<file path="src/rtl/step_ctrl.sv">
// Execution controller for the pipelined CPU core. It synchronises and debounces the step button,
// edge-detects start, and runs the IDLE/RUN/STEP/HALTED sequencer that gates the core clock enable.
module step_ctrl #(
  parameter int DEB_CYCLES = 16,
  parameter int DEB_W      = 20,
  parameter int TICK_W     = 16
) (
  input  logic              clk,
  input  logic              reset,
  input  logic              button,
  input  logic              enable,
  input  logic              start,
  input  logic              halt,
  output logic              cpu_ce,
  output logic              cpu_start,
  output logic [TICK_W-1:0] ticks,
  output logic [1:0]        state
);

  localparam logic [1:0] S_IDLE   = 2'd0;
  localparam logic [1:0] S_RUN    = 2'd1;
  localparam logic [1:0] S_STEP   = 2'd2;
  localparam logic [1:0] S_HALTED = 2'd3;

  localparam logic [DEB_W-1:0] DEB_LAST = DEB_W'(DEB_CYCLES - 1);

  logic             btn_sync_p0, btn_sync_p1;
  logic             start_sync_p0, start_sync_p1, start_prev;
  logic             deb_lvl, deb_lvl_prev;
  logic [DEB_W-1:0] deb_cnt;
  logic             btn_press, start_pulse, leave_idle, step_ce;
  logic [1:0]       state_nxt;

  // Stage p0/p1: two-flop synchronisers for the asynchronous board inputs
  always_ff @(posedge clk or posedge reset) begin
    if (reset) begin
      btn_sync_p0   <= 1'b0;
      btn_sync_p1   <= 1'b0;
      start_sync_p0 <= 1'b0;
      start_sync_p1 <= 1'b0;
      start_prev    <= 1'b0;
    end else begin
      btn_sync_p0   <= button;
      btn_sync_p1   <= btn_sync_p0;
      start_sync_p0 <= start;
      start_sync_p1 <= start_sync_p0;
      start_prev    <= start_sync_p1;
    end
  end

  // Debounce: a new level is only accepted after DEB_CYCLES consecutive differing samples
  always_ff @(posedge clk or posedge reset) begin
    if (reset) begin
      deb_lvl      <= 1'b0;
      deb_lvl_prev <= 1'b0;
      deb_cnt      <= '0;
    end else begin
      deb_lvl_prev <= deb_lvl;
      if (btn_sync_p1 == deb_lvl) begin
        deb_cnt <= '0;
      end else if (deb_cnt == DEB_LAST) begin
        deb_lvl <= btn_sync_p1;
        deb_cnt <= '0;
      end else begin
        deb_cnt <= deb_cnt + DEB_W'(1);
      end
    end
  end

  assign btn_press   = deb_lvl & ~deb_lvl_prev;
  assign start_pulse = start_sync_p1 & ~start_prev;
  assign leave_idle  = ((state == S_IDLE) || (state == S_HALTED)) && start_pulse;

  // halt outranks an enable change; start is only honoured from IDLE/HALTED
  always_comb begin
    state_nxt = state;
    case (state)
      S_IDLE, S_HALTED: if (start_pulse) state_nxt = enable ? S_RUN : S_STEP;
      S_RUN:            if (halt) state_nxt = S_HALTED;
                        else if (!enable) state_nxt = S_STEP;
      S_STEP:           if (halt) state_nxt = S_HALTED;
                        else if (enable) state_nxt = S_RUN;
      default:          state_nxt = S_IDLE;
    endcase
  end

  always_ff @(posedge clk or posedge reset) begin
    if (reset) begin
      state     <= S_IDLE;
      cpu_start <= 1'b0;
      step_ce   <= 1'b0;
      ticks     <= '0;
    end else begin
      state     <= state_nxt;
      cpu_start <= leave_idle;
      step_ce   <= (state == S_STEP) && (state_nxt == S_STEP) && btn_press;
      if (leave_idle)
        ticks <= '0;
      else if (cpu_ce)
        ticks <= ticks + TICK_W'(1);
    end
  end

  assign cpu_ce = (state == S_RUN) | step_ce;

endmodule

</file>
<file path="config.mk">
export PLATFORM = sky130hd
export DESIGN_NAME = step_ctrl
export DESIGN_NICKNAME = d
export VERILOG_FILES = /design/src/rtl/step_ctrl.sv
export SDC_FILE = /design/constraint.sdc
export NUM_CORES = 1
export LEC_CHECK = 0
export BUFFER_PORTS_ARGS = -buffer_cell sky130_fd_sc_hd__buf_4
export CORE_ASPECT_RATIO = 0.75
export CORE_MARGIN = 2
export CORE_UTILIZATION = 44
export CTS_CLUSTER_DIAMETER = 200
export CTS_CLUSTER_SIZE = 28
export DETAILED_ROUTE_END_ITERATION = 16
export PLACE_DENSITY = 0.69
export RECOVER_POWER = 50
export SETUP_SLACK_MARGIN = 0.2
export SYNTH_ARGS = -nofsm -noshare
export SYNTH_HDL_FRONTEND = slang
export SYNTH_SLANG_ARGS = --single-unit
export TNS_END_PERCENT = 10
</file>
<file path="constraint.sdc">
create_clock -name clk -period 2.22 [get_ports clk]
set_clock_uncertainty 0.05 [all_clocks]
set_input_delay 0.111 -clock clk [delete_from_list [all_inputs] [get_ports clk]]
set_output_delay 0.111 -clock clk [all_outputs]
set_load 0.1 [all_outputs]
</file>
**Word level (Yosys, flattened, before mapping)**

Cells that the tools add are included.

- Register bits after elaboration: 47
- Logic and storage cells: 45
- Output and inout bits: 20

- Reduce and logical (&&, ||, !) cells: 8
- Add/sub/neg operators: 2
- Bitwise logic cells: 6
- Equal/unequal tests: 6
- Mux-type cells: 11

Operators by type and width:

| cell | number |
|---|---|
| $mux W20 | 2 |
| $mux W16 | 2 |
| $add A20 B1 Y20 const B | 1 |
| $eq A20 B4 Y1 const B | 1 |
| $add A16 B1 Y16 const B | 1 |
| $mux W2 | 6 |
| $eq A2 B2 Y1 const B | 3 |
| $pmux W2 S3 | 1 |
| $logic_and A1 B1 Y1 | 3 |
| $not A1 Y1 | 3 |
| $and A1 B1 Y1 | 2 |
| $eq A2 B1 Y1 const B | 1 |
| $logic_not A2 Y1 | 1 |
| $reduce_and A2 Y1 | 1 |
| $reduce_bool A2 Y1 | 1 |
| $reduce_or A2 Y1 | 1 |
| $eq A1 B1 Y1 | 1 |
| $logic_or A1 B1 Y1 | 1 |
| $or A1 B1 Y1 | 1 |

**Longest topological paths before layout**

Gate-level depths: netlist of run 1.

- Depth in word-level cells: 7
- Depth in mapped cells: 7
- Mapped depth without buffers: 7

**Worst setup path after synthesis of run 1**

OpenSTA, ideal clock, no wires.

- Kind: register to register
- From: register state[0]
- To: register ticks[13]
- Buffers on the path: 0
- Arrival: 2.474 ns
- Path slack: -0.429 ns
- Setup time: 0.125 ns
- Cell stages (with the launch flop): 6
- Required time: 2.045 ns
- Cell sequence: dfrtp_1 ha_1 o2111ai_1 nor4_1 nand3_1 mux2_2

- Cells in the longest elaborated chain, start to end: 4
- Elaborated cells between the ends (all ways): 8
- Those cells by class: eq/ne: 2; mux: 1; bitwise: 1; reduce/logical: 4

Ends and longest elaborated chain:

| item | line | RTL |
|---|---|---|
| start, declared | 17 | `output logic [1:0] state` |
| start signal, assigned | 94 | `state <= state_nxt;` |
| $eq A2 B2 Y1 or $logic_not A2 Y1 (tied branches) | 72 | `assign leave_idle = ((state == S_IDLE) \|\| (state == S_HALTED)) && start_pulse;` |
| $logic_or A1 B1 Y1 | 72 |  |
| $logic_and A1 B1 Y1 | 72 |  |
| $mux W16 or $reduce_bool A2 Y1 (tied branches) | n/a |  |
| end signal, assigned | 100 | `ticks <= ticks + TICK_W'(1);` |
| end, declared | 16 | `output logic [TICK_W-1:0] ticks,` |

Several ways; a longest one is shown, not always the timed one.
A chain may end at the register's enable or synchronous reset.

**Worst setup path after layout of run 1**

- From: register deb_cnt[7]
- To: register deb_cnt[19]

- Cells in the longest elaborated chain, start to end: 3
- Elaborated cells between the ends (all ways): 4
- Those cells by class: add/sub: 1; eq/ne: 1; mux: 2

Ends and longest elaborated chain:

| item | line | RTL |
|---|---|---|
| start, declared | 30 | `logic [DEB_W-1:0] deb_cnt;` |
| start signal, assigned | 65 | `deb_cnt <= deb_cnt + DEB_W'(1);` |
| $add A20 B1 Y20 or $eq A20 B4 Y1 (tied branches) | 65, 61 |  |
| $mux W20 * | 61 | `end else if (deb_cnt == DEB_LAST) begin` |
| $mux W20 * | 59 | `if (btn_sync_p1 == deb_lvl) begin` |

Mark *: on every way between the ends. The rest lies on a longest branch, timed or not.

==> out/results.ini, run 1 <==
[outcome]
status=finished, final reports clean

[route]
drtPass1Iterations=4
drt_wl_total_mm=4.450
drc=0
drt_iter0_drc=104
num_vias=1734
antenna_left=0
routed_via_density=5.385
routedWlPerCell_um=13.82

[die]
core-area_mm2=0.004900
die_w_um=86.59
io_pins=26
die_h_um=65.94
core.rowCount=22
dieArea_mm2=0.005710
initial_core_util=0.4594

[critical_path]
path_cells=nand3_1 > or4_4 > or4_1 > a21oi_1
worstPathRequired_ns=2.40
regToRegStartpoint=deb_cnt[7]$_DFF_PP0_
start_kind=flop
cpPeakStageDelay_ns=0.57
rrSetupSlack_ns=0.31
critPathKind=reg -> reg
worstSetupEndpointType=flop
ff2ff_path_depth=4
r2r-end=deb_cnt[19]$_DFF_PP0_
worstPathArrival_ns=2.08
slowest_stage=or4_4
worst-path-max-fanout=6

[timing]
fin_crit_ns=1.906
hold_viol_final=0
finalCritPeriodShare=0.8585
final_max_slew_viol_count=0
tightest_slew_ns=1.182
slew_headroom=0.2112
rsz0062_at_grt=yes
setup_viol=0
setup_tns_ns=0
max_freq_ghz=0.5247

[grt]
antenna_found_initial=0
grt_pass1_vias=1670
grt.total_usage=0.1769
grtUsageMet3=0.04494
top_usage_layer=met1
grt-ovfl-total=0
grt_pass1_wl_mm=7.866
grt_max_degree=33
met2_usage=0.2481
grt_use_met1=0.2656

[power_and_ir_drop]
power_density_mw_per_mm2=908.4
leakage_nw=1.168
total_power_mw=2.484
peakVddDrop_uv=772.7

[job]
maxCapViolCount=0

[clocking]
cts_tree=yes
clkTransAtPathRegs_ns=0.09
cts_buffers=5
cts_sinks=47
cts_setup_buffers=0
htree_levels=2
clock-root-buffer=clkbuf_8
clock_latency_ns=0.31
clockBufferDepth=2

[layout]
antenna_cells=0
fill_cells=443
final_common_cell=dfrtp_1
drive_above_1_share=0.2023
nNetsFinal=271
final_cell_mix=dfrtp_1 (35), nor2_1 (34), xnor2_1 (18)
area_growth_pct=21.46

[synthesis]
postSynthAreaPerCell_um2=10.05
synthesis.instances=224
yosysSeqAreaShare=0.5225
ys_ff_latch=47
syn_nets=234
synth-edff-count=0
synth_ff_type=dfrtp_1
ys_types=36
netlist_area_mm2=0.002251
yosys_warnings=0
ys_async_sr_fraction=1.000

[placement]
hpwlAfterDp_mm=3.192
place.gp.congestion=0.8315
io_buffers=25

[worst_hold_path]
min_to=state[1]$_DFF_PP0_
hp-class=in -> reg
min_path_cells=3
min_from=halt

[critical path: cells and delay by family (launching register included)]
family,cells,cell delay [ns]
compound gates,1,0.15
flops,1,0.45
simple gates,3,1.17
[synthesized netlist by cell type (all sizes together) (3+ instances only)]
| library cell | instances | share of area |
|---|---|---|
| dfrtp | 47 | 0.52 |
| nor2 | 35 | 0.058 |
| xnor2 | 18 | 0.070 |
| nand3 | 14 | 0.037 |
| nand2 | 13 | 0.022 |
| inv | 11 | 0.018 |
| nor4 | 11 | 0.031 |
| a21oi | 9 | 0.020 |
| nor3 | 7 | 0.016 |
| xor2 | 7 | 0.027 |
| nand4 | 6 | 0.017 |
| o21ai | 5 | 0.011 |
| ha | 4 | 0.022 |
| and3 | 3 | 0.0083 |
| mux2 | 3 | 0.015 |
| mux2i | 3 | 0.013 |
| nand2b | 3 | 0.0083 |
[logic make-up (layout without fill, tap and decap cells)]
| logic type | after synthesis | count (layout) | share of synthesized area |
|---|---|---|---|
| flops | 47 | 47 | 0.5225 |
| buf+inv | 15 | 53 | 0.02668 |
| mux | 6 | 6 | 0.02835 |
| compound gates | 24 | 24 | 0.06615 |
| fa+ha+maj | 6 | 6 | 0.03113 |
| xor+xnor | 25 | 25 | 0.09728 |
| simple gates | 101 | 101 | 0.2279 |
[registers in the layout, indices dropped and copies added (netlist names)]
| register | count |
|---|---|
| btn_sync_p0 | 1 |
| deb_lvl | 1 |
| deb_cnt | 20 |
| start_sync_p1 | 1 |
| cpu_start | 1 |
| start_prev | 1 |
| start_sync_p0 | 1 |
| state | 2 |
| step_ce | 1 |
| deb_lvl_prev | 1 |
| btn_sync_p1 | 1 |
| ticks | 16 |
[area by class of cell]
| type | instances | area (um2) | area share |
|---|---|---|---|
| Multi-Input combinational cell | 162 | 1084 | 0.3963 |
| Timing Repair Buffer | 34 | 214.0 | 0.07826 |
| Clock inverter | 3 | 46.29 | 0.01693 |
| Clock buffer | 5 | 68.82 | 0.02517 |
| Inverter | 11 | 45.04 | 0.01648 |
| Tap cell | 60 | 75.07 | 0.02746 |
| Sequential cell | 47 | 1201 | 0.4394 |
[timing repair]
action                                 4_1_cts  5_1_grt
resized for setup                            0        2
hold buffers                                 3        0
endpoints found under the hold margin       32        0
setup endpoints to repair                    0        4
[layer usage]
| layer | vias up | share of wire | wire (um) |
|---|---|---|---|
| met2 | 26 | 0.42 | 1862 |
| met5 | - | 0 | 0 |
| li1 | 855 | - | - |
| met4 | 0 | 0.013 | 57 |
| met1 | 846 | 0.53 | 2370 |
| met3 | 7 | 0.036 | 159 |
[worst max-delay path by stage]
stage,startpoint,end,cells past startpoint
floorplan,state[0]$_DFF_PP0_,ticks[2]$_DFFE_PP0P_,6
global placement,state[1]$_DFF_PP0_,ticks[14]$_DFFE_PP0P_,5
detailed placement,state[1]$_DFF_PP0_,ticks[12]$_DFFE_PP0P_,6
CTS,state[1]$_DFF_PP0_,ticks[14]$_DFFE_PP0P_,5
global route,state[1]$_DFF_PP0_,ticks[15]$_DFFE_PP0P_,6
finish,deb_cnt[7]$_DFF_PP0_,deb_cnt[19]$_DFF_PP0_,4
[stage by stage]
| step | cell area [um2] | hold WS [ns] | setup WS (ns) | util | std cells |
|---|---|---|---|---|---|
| 2_1_floorplan | 2338 | 0.09243 | 0.1607 | - | 224 |
| 3_3_place_gp | 2628 | 0.1702 | 0.3235 | 0.5363 | 311 |
| 3_5_place_dp | 2628 | 0.1731 | 0.3190 | 0.5363 | 311 |
| 4_1_cts | 2773 | 0.08301 | 0.3005 | 0.5659 | 322 |
| 5_1_grt | 2734 | 0.1097 | 0.1871 | 0.5580 | 322 |
| 6_report | 2734 | 0.09440 | 0.3141 | 0.5580 | 322 |
[report_power, final]
group / switching [mW] / internal, mW
combinational: 0.622 / 0.208
clock: 0.301 / 0.339
sequential: 0.0807 / 0.933
No activity file was read; power rests on OpenSTA's default activity.
==> run 2: changes to the inputs <==
--- a/config.mk
+++ b/config.mk
@@ -13,7 +13,7 @@
 export CTS_CLUSTER_SIZE = 28
 export DETAILED_ROUTE_END_ITERATION = 16
 export PLACE_DENSITY = 0.69
-export RECOVER_POWER = 50
+export RECOVER_POWER = 100
 export SETUP_SLACK_MARGIN = 0.2
 export SYNTH_ARGS = -nofsm -noshare
 export SYNTH_HDL_FRONTEND = slang
==> out/results.ini, run 2 (synthesis results as in run 1) <==
[clocking]
cts_tree=yes
clockBufferDepth=2
cts_buffers=5
clock_latency_ns=0.30
clkTransAtPathRegs_ns=0.09
cts_setup_buffers=0
cts_sinks=47
htree_levels=2
clock-root-buffer=clkbuf_8

[die]
io_pins=26
die_h_um=65.94
die_w_um=86.59
initial_core_util=0.4594
dieArea_mm2=0.005710
core-area_mm2=0.004900
core.rowCount=22

[critical_path]
start_kind=flop
cpPeakStageDelay_ns=0.50
worst-path-max-fanout=7
worst-path-buf-inv=1
path_cells=inv_2 > ha_4 > o2111ai_2 > nor4_4 > nand3_1 > mux2_2
worstPathArrival_ns=2.12
cpLargestDelayFamily=flip-flops
worstPathRequired_ns=2.36
slowest_stage=dfrtp_4
worstSetupEndpointType=flop
critPathKind=reg -> reg

[route]
routedWlPerCell_um=13.86
routed_via_density=5.404
drt_iter0_drc=107
num_vias=1740
drtPass1Iterations=4
drc=0
drt_wl_total_mm=4.462
antenna_left=0

[grt]
grt_max_degree=33
grt_pass1_wl_mm=7.866
grt-ovfl-total=0
grt.total_usage=0.1769
grt_pass1_vias=1670
antenna_found_initial=0

[timing]
fin_crit_ns=1.976
rsz0062_at_grt=yes
finalCritPeriodShare=0.8902
setup_tns_ns=0
max_freq_ghz=0.5060
slew_headroom=0.2135
worst_slack_ns=0.2437
tightest_slew_ns=1.178
hold_viol_final=0
final_max_slew_viol_count=0
setup_viol=0

[layout]
antenna_cells=0
top_regs=deb_cnt (20), ticks (16), state (2)
nNetsFinal=271
drive_above_1_share=0.1641
design_area_mm2=0.002683
regMostFlops=deb_cnt
final_common_cell=dfrtp_1
largest_reg_flops=20
area_growth_pct=19.18
final_cell_mix=dfrtp_1 (35), nor2_1 (34), clkbuf_1 (21)

[job]
maxCapViolCount=0

[placement]
place_area_mm2=0.002628
io_buffers=25
preCtsSetupSlack_ns=0.3190
place.gp.congestion=0.8315
hpwlAfterDp_mm=3.192

[power_and_ir_drop]
power_frac_comb=0.323
clkPwrFrac=0.263
netSwitchingPower_mw=0.9905
intPower_mw=1.438
power_density_mw_per_mm2=905.2
peakVddDrop_uv=762.8
p_sw_frac=0.4079
leakage_nw=1.133
p_seq_frac=0.414

[outcome]
status=finished, final reports clean

[worst_hold_path]
hp-class=in -> reg

[run 2: path summary, 6_finish.rpt]
check                                       from               endpoint  slack, ns  cells after the start
hold / removal                              halt     state[1]$_DFF_PP0_       0.09                      3
max in group asynchronous                  reset  ticks[15]$_DFFE_PP0P_       0.51                      4
min in group asynchronous                  reset   ticks[8]$_DFFE_PP0P_       0.63                      3
setup reg to reg              state[1]$_DFF_PP0_  ticks[15]$_DFFE_PP0P_       0.24                      6
hold reg to reg            btn_sync_p0$_DFF_PP0_  btn_sync_p1$_DFF_PP0_       0.31                      0
setup / recovery              state[1]$_DFF_PP0_  ticks[15]$_DFFE_PP0P_       0.24                      6
[run 2: what timing repair did]
item	in CTS	in global routing
resized for setup	0	2
hold buffers	3	0
setup endpoints to repair	0	4
endpoints found under the hold margin	32	0
[run 2: worst reg2reg max path: cells and delay by family, from the launching register on]
family	cells	cell delay, ns
mux	1	0.28
compound gates	1	0.27
buf+inv	1	0.09
fa+ha+maj	1	0.19
flops	1	0.50
simple gates	2	0.50
[run 2: layout make-up]
class | count | area, um2
multi-input cells | 162 | 1067
well taps | 60 | 75.07
clock inverters | 3 | 46.29
fillers | 457 | 2217
clock buffers | 5 | 68.82
flip-flops and latches | 47 | 1201
repair buffers | 34 | 178.9
inverters | 11 | 45.04
[run 2: power groups by stage]
stage | registers (mW) | clock network [mW] | logic (mW)
floorplan | 1.34 | 0 | 0.336
global placement | 1.03 | 0 | 0.820
detailed placement | 1.03 | 0 | 0.830
CTS | 1.01 | 0.653 | 0.838
global route | 1.02 | 0.690 | 0.828
finish | 1.00 | 0.638 | 0.785
[run 2: per-stage QoR]
stage                     hold slack, ns  power (mW)    util  cells
final                            0.09451       2.428  0.5475    322
after global routing              0.1097       2.535  0.5475    322
after floorplan                  0.09243       1.677       -    224
after detailed placement          0.1731       1.859  0.5363    311
after CTS                        0.08301       2.503  0.5659    322
after global placement            0.1702       1.847  0.5363    311
[run 2: metal layers]
layer	vias to the layer above	track usage	part of all wire
met5	-	0	0
met1	846	0.2656	0.53
li1	858	-	-
met2	29	0.2481	0.42
met4	0	0.05664	0.013
met3	7	0.04494	0.038
